--- src/rtl/pulse_voice.sv ---
// Pulse-wave voice: phase accumulator, boundary-synchronous duty reload, envelope gating, 2-cycle output pipeline.
// Optional build macro PULSE_VOICE_ENV_RAMP_EN slews the envelope by at most 8 per strobe.
module pulse_voice #(
    parameter int PHASE_WIDTH = 32
) (
    input  logic                   i_clk,
    input  logic                   i_rst,
    input  logic                   i_sample_stb,
    input  logic [PHASE_WIDTH-1:0] i_phase_delta,
    input  logic [7:0]             i_top,
    input  logic                   i_top_valid,
    input  logic [8:0]             i_envelope,
    output logic [9:0]             o_sample,
    output logic                   o_sample_valid
);

    logic [PHASE_WIDTH-1:0] r_phase;
    logic [7:0]             r_duty;
    logic [7:0]             r_pending_top;
    logic                   r_pending_flag;
    logic [8:0]             r_env;
    logic                   r_mute;
    logic                   r_s1_valid;

    logic [PHASE_WIDTH:0]   w_sum;
    logic                   w_wrap;
    logic [8:0]             w_env_next;
    logic                   w_high;
    logic [9:0]             w_mag;
    logic [9:0]             w_level;

    assign w_sum  = {1'b0, r_phase} + {1'b0, i_phase_delta};
    assign w_wrap = i_sample_stb & w_sum[PHASE_WIDTH];

`ifdef PULSE_VOICE_ENV_RAMP_EN
    // Slew toward the new target so note-on envelope jumps do not click.
    always_comb begin
        w_env_next = r_env;
        if (i_envelope > r_env) begin
            w_env_next = ((i_envelope - r_env) > 9'd8) ? (r_env + 9'd8) : i_envelope;
        end else if (i_envelope < r_env) begin
            w_env_next = ((r_env - i_envelope) > 9'd8) ? (r_env - 9'd8) : i_envelope;
        end
    end
`else
    assign w_env_next = i_envelope;
`endif

    assign w_high  = (r_phase[PHASE_WIDTH-1 -: 8] < r_duty);
    assign w_mag   = {1'b0, r_env};
    assign w_level = r_mute ? 10'd0 : (w_high ? w_mag : (~w_mag + 10'd1));

    // Stage 1: phase advance, mute and envelope capture on each strobe.
    always_ff @(posedge i_clk) begin
        if (i_rst) begin
            r_phase    <= '0;
            r_mute     <= 1'b1;
            r_env      <= 9'd0;
            r_s1_valid <= 1'b0;
        end else begin
            r_s1_valid <= i_sample_stb;
            if (i_sample_stb) begin
                r_phase <= w_sum[PHASE_WIDTH-1:0];
                r_mute  <= (i_phase_delta == '0);
                r_env   <= w_env_next;
            end
        end
    end

    // Duty only changes on a period wrap; a top arriving with the wrap wins over the pending one.
    always_ff @(posedge i_clk) begin
        if (i_rst) begin
            r_duty         <= 8'h80;
            r_pending_top  <= 8'h80;
            r_pending_flag <= 1'b0;
        end else begin
            if (i_top_valid) begin
                r_pending_top <= i_top;
            end
            if (w_wrap && i_top_valid) begin
                r_duty         <= i_top;
                r_pending_flag <= 1'b0;
            end else if (w_wrap && r_pending_flag) begin
                r_duty         <= r_pending_top;
                r_pending_flag <= 1'b0;
            end else if (i_top_valid) begin
                r_pending_flag <= 1'b1;
            end
        end
    end

    // Stage 2: compare and output register; the sample holds between valid pulses.
    always_ff @(posedge i_clk) begin
        if (i_rst) begin
            o_sample       <= 10'd0;
            o_sample_valid <= 1'b0;
        end else begin
            o_sample_valid <= r_s1_valid;
            if (r_s1_valid) begin
                o_sample <= w_level;
            end
        end
    end

endmodule
--- config.mk ---
export PLATFORM = sky130hd
export DESIGN_NAME = pulse_voice
export DESIGN_NICKNAME = d
export VERILOG_FILES = /design/src/rtl/pulse_voice.sv
export SDC_FILE = /design/constraint.sdc
export NUM_CORES = 1
export LEC_CHECK = 0
export BUFFER_PORTS_ARGS = -buffer_cell sky130_fd_sc_hd__buf_2
export CAP_MARGIN = 20
export CORE_MARGIN = 2
export CORE_UTILIZATION = 63
export CTS_CLUSTER_SIZE = 30
export DETAILED_ROUTE_END_ITERATION = 10
export PLACE_DENSITY_LB_ADDON = 0.05
export SYNTH_ARGS = -nofsm -noshare
export SYNTH_HDL_FRONTEND = slang
export SYNTH_SLANG_ARGS = --single-unit
--- constraint.sdc ---
create_clock -name i_clk -period 6 [get_ports i_clk]
set_input_delay 0 -clock i_clk [delete_from_list [all_inputs] [get_ports i_clk]]
set_output_delay 0 -clock i_clk [all_outputs]
set_load 0.03 [all_outputs]
; After elaboration in Yosys (flattened, before gate mapping)
; Index checks and enable logic that the tools add are counted.
[totals]
inputBits = 53
out_inout_bits = 11
regBits = 71
[classes]
n_bitwise = 2
addsub = 2
reduce_logical = 5
n_lt_le_gt_ge = 1
mux = 4
[ops]
columns = operator, n
row1 = adder 32 x 32 -> 33 bit, 1
row2 = zero test 32 bit, 1
row3 = 2-to-1 mux 10 bit, 2
row4 = 2-to-1 mux 8 bit, 2
row5 = "adder 10 x 1 -> 10 bit, second input constant", 1
row6 = NOT 9 -> 10 bit, 1
row7 = less-than comparator 8 bit, 1
row8 = OR reduction 3 bit, 1
row9 = logical AND 1 bit, 2
row10 = nonzero test 2 bit, 1
row11 = AND 1 bit, 1

; Longest topological paths before layout
[depth]
ltp_word = 5
mapped_depth = 11

; Worst setup path before layout
; OpenSTA, ideal clock, no wires.
[synth_timing]
path_kind = reg2reg
startpoint = register r_phase[0]
endpoint = register r_duty[3]
period_less_slack_ns = 2.573
setup_slack_ns = 3.427
path_buffers = 1
t_arrival_ns = 2.452
path_stages_with_launch = 12
path_cell_list = dfxtp_1 > ha_1 > fa_1 > a21oi_2 > o211a_1 > nand4bb_4 > a31oi_4 > a21oi_2 > o31a_1 > or2_1 > buf_6 > mux2_4
[synth_between]
elab_chain_len = 4
elab_cells_between_ends = 6
classes_between = 1 x add/sub / 1 x mux / 1 x bitwise / 3 x reduce/logical
[synth_lines]
columns = item, line
row1 = from (decl), 17  ; logic [PHASE_WIDTH-1:0] r_phase;
row2 = from (signal assigned), 63  ; r_phase <= w_sum[PHASE_WIDTH-1:0];
row3 = adder 32 x 32 -> 33 bit (*), 32  ; assign w_sum = {1'b0, r_phase} + {1'b0, i_phase_delta};
row4 = AND 1 bit (*), 33  ; assign w_wrap = i_sample_stb & w_sum[PHASE_WIDTH];
row5 = "logical AND 1 bit, on equally long branches", "80, 83"
row6 = 2-to-1 mux 8 bit or nonzero test 2 bit (tied branches), n/a
row7 = to (signal assigned), 81  ; r_duty <= i_top;
row8 = to (signal assigned), 84  ; r_duty <= r_pending_top;
row9 = to (decl), 18  ; logic [7:0] r_duty;
; Mark *: on every way between the ends. The rest lies on a longest branch, timed or not.
; A chain may end at the register's enable or synchronous reset.

; Worst setup path in the final report
[layout_timing]
startpoint = input port i_phase_delta[18]
endpoint = register r_duty[5]
[layout_between]
elab_chain_len = 4
elab_cells_between_ends = 6
classes_between = 1 x add/sub / 1 x mux / 1 x bitwise / 3 x reduce/logical
[layout_lines]
columns = item, line
row1 = from (decl), 9  ; input logic [PHASE_WIDTH-1:0] i_phase_delta,
row2 = adder 32 x 32 -> 33 bit (*), 32
row3 = AND 1 bit (*), 33
row4 = "logical AND 1 bit, on equally long branches", "80, 83"
row5 = 2-to-1 mux 8 bit or nonzero test 2 bit (tied branches), n/a
; Marked as above.

==> results_dict.tcl <==
set metrics [dict create \
    endpoint_kind "register" \
    grt_usage_pct 28.9 \
    gr-total-overflow 0 \
    vias 4319 \
    final.setup.worst_slack_ps 2960 \
    period_minus_slack_ps 3040 \
    place_inst 695 \
    wl_per_cell_um 15.6 \
    vias_per_cell 5.91 \
    seq_area_um2 1420 \
    port_buffers 63 \
    ys_warn_count 0 \
    nFillCells 561 \
    drc_errors 0 \
    timing_worst_setup_path_type "input port to register" \
    core-area_um2 7180 \
    critPathLaunchType "input port" \
    arrival_ps 3270 \
    clkTransAtPathRegs_ps 80 \
    fin_setup_tns_ps 0 \
    drv_cap 0 \
    syn_inst 553 \
    cp_max_fo 8 \
    grt_pass1_vias 3990 \
    status "complete, no violations" \
    finalSetupViolCount 0 \
    area_growth_pct 17.1 \
    dieWidth_um 89.7 \
    antenna_cells 0 \
    max_slew_margin_pct 48.6 \
    final_layout_size_suffix_gt1_share_pct 15.8 \
    grt_pass1_wl_um 18200 \
    final_cell_mix "dfxtp_1 (71), nor2_1 (63), buf_2 (63), nand2_1 (44), ha_1 (40)" \
    clockBufferDepth 2 \
    cts_tree "yes" \
    clkSinkCount 71 \
    hold_violations 0 \
    cts_buffers 9 \
    worst_pin_slew_ps 764 \
    stdcell_count 731 \
    multi_input_area_um2 3010 \
    clkLatencyLatePin_ps 360 \
    ys_seq_area_share_pct 30.7 \
    synthArstFlopShare_pct 0 \
    synth_edf_count 0 \
    nets 721 \
    max_freq_mhz 329 \
    start_util_pct 64.4 \
    fin_skew_ps 13.9 \
    cts_root_buf "clkbuf_8" \
    grt_antenna_before_repair 0 \
    place_ws_ps 3070 \
    drt_first_pass_iters 5 \
    ctsHtreeMaxLevel 3 \
    drt_iter0_markers 302 \
    avgSynthCellArea_um2 8.36 \
    synth_area_um2 4620 \
    ys_ff_latch 71 \
    ys_types 62 \
    io-pin-count 64 \
    rsz0062_at_grt "no" \
    worstHoldPathType "input port to register" \
    place.gp.congestion 0.935 \
    num_rows 31 \
    hpwl_um 7910 \
    syn_nets 647 \
    ant_nets 0 \
    layout_commonest_cell "dfxtp_1" \
    wirelength_um 11400 \
    grt_max_degree 64 \
    die_h_um 89.7 \
    cp_data_required_time_ps 6240 \
    synthFlopType "dfxtp_1" \
    r2r_slack_ps 2970 \
    die_area_um2 8040 \
    p_leak_nw 2.44 \
    ir_worst_vdd_mv 0.148 \
    drv_slew 0 \
    power_density_nw_per_um2 288 \
    fin_crit_sh_pct 50.6 \
]
routing by layer:
metal | global-route usage (%) | wire [um] | vias up
met3 | 4.84 | 559 | 26
met1 | 35.9 | 4990 | 2003
met4 | 11.8 | 273 | 0
li1 | - | - | 2154
met5 | 0 | 0 | -
met2 | 49.7 | 5580 | 136
stage by stage:
stage	power (mW)	cell area (um2)	util [%]	hold WS [ps]
5_1_grt	1.65	5410	75.4	82.8
4_1_cts	1.55	5410	75.4	63.0
6_report	1.56	5410	75.4	62.4
2_1_floorplan	0.979	4620	-	126
3_5_place_dp	1.09	4980	69.4	244
3_3_place_gp	1.08	4980	69.4	230
worst max-delay path: stages:
cell and delay [ps]:
dlygate4sd3_1 530, buf_2 130, ha_1 380, a21o_1 240
a31o_2 220, a221oi_2 370, a31oi_4 180, a21oi_2 270
o31a_1 220, or2_1 400, mux2_4 340
synthesized netlist by cell type (all sizes together), types with 8 or more instances:
master  number  area [um2]
xor2        12         105
a211oi       8        60.1
inv         26        97.6
dfxtp       71        1420
o21ai       30         150
xnor2       18         158
a21o        16         120
o22ai       10        62.6
ha          40         500
nor3        14        70.1
nor2        64         243
nor4         8        50.1
nand3       11        55.1
nand4       10        62.6
a21oi       38         198
buf         10        48.8
clkbuf      12        46.3
nand2       44         165
mux2i       32         320
repair_timing:
action | CTS | global route
endpoints found under the hold margin | 18 | 0
buffers inserted | 0 | 0
hold buffers | 20 | 0
gates resized for setup | 0 | 0
power by group:
group	switching (mW)	total [mW]	internal, mW
Combinational	0.313	0.555	0.242
Sequential	0.0329	0.554	0.521
Clock	0.207	0.447	0.240
logic make-up (layout without fill, tap and decap cells):
logic type / after synthesis / in the layout / share of synthesized area, %
muxes: 35 / 35 / 7.90
and+or+nand+nor: 180 / 180 / 18.6
buffers and inverters: 49 / 128 / 4.25
AOI/OAI and AO/OA: 147 / 147 / 21.6
DFF: 71 / 71 / 30.7
xor gates and xnor gates: 30 / 30 / 5.68
adders and majority gates: 41 / 41 / 11.3
sequential cells by signal, indices dropped and copies added (netlist names):
signal,flops
r_s1_valid,1
o_sample,10
r_phase,32
r_duty,8
r_mute,1
r_pending_top,8
r_pending_flag,1
r_env,9
o_sample_valid,1
worst paths after layout:
kind,startpoint,to,depth (start not counted)
worst max-delay path,i_phase_delta[18],r_duty[5]$_SDFFE_PP0P_,11
worst max register to register,r_phase[18]$_SDFFE_PP0P_,r_duty[5]$_SDFFE_PP0P_,9
worst min register to register,o_sample[6]$_SDFFE_PP0P_,o_sample[6]$_SDFFE_PP0P_,2
worst min-delay path,i_phase_delta[0],r_phase[0]$_SDFFE_PP0P_,4
final cells by class:
cell class	count	share of cell area, %
clock inverter	7	1.94
multi-input combinational	433	55.5
timing repair buffer	85	9.80
clock buffer	9	2.29
tap	99	2.29
sequential	71	26.3
inverter	27	1.87
Note: power is estimated with default switching activity, not from simulation.
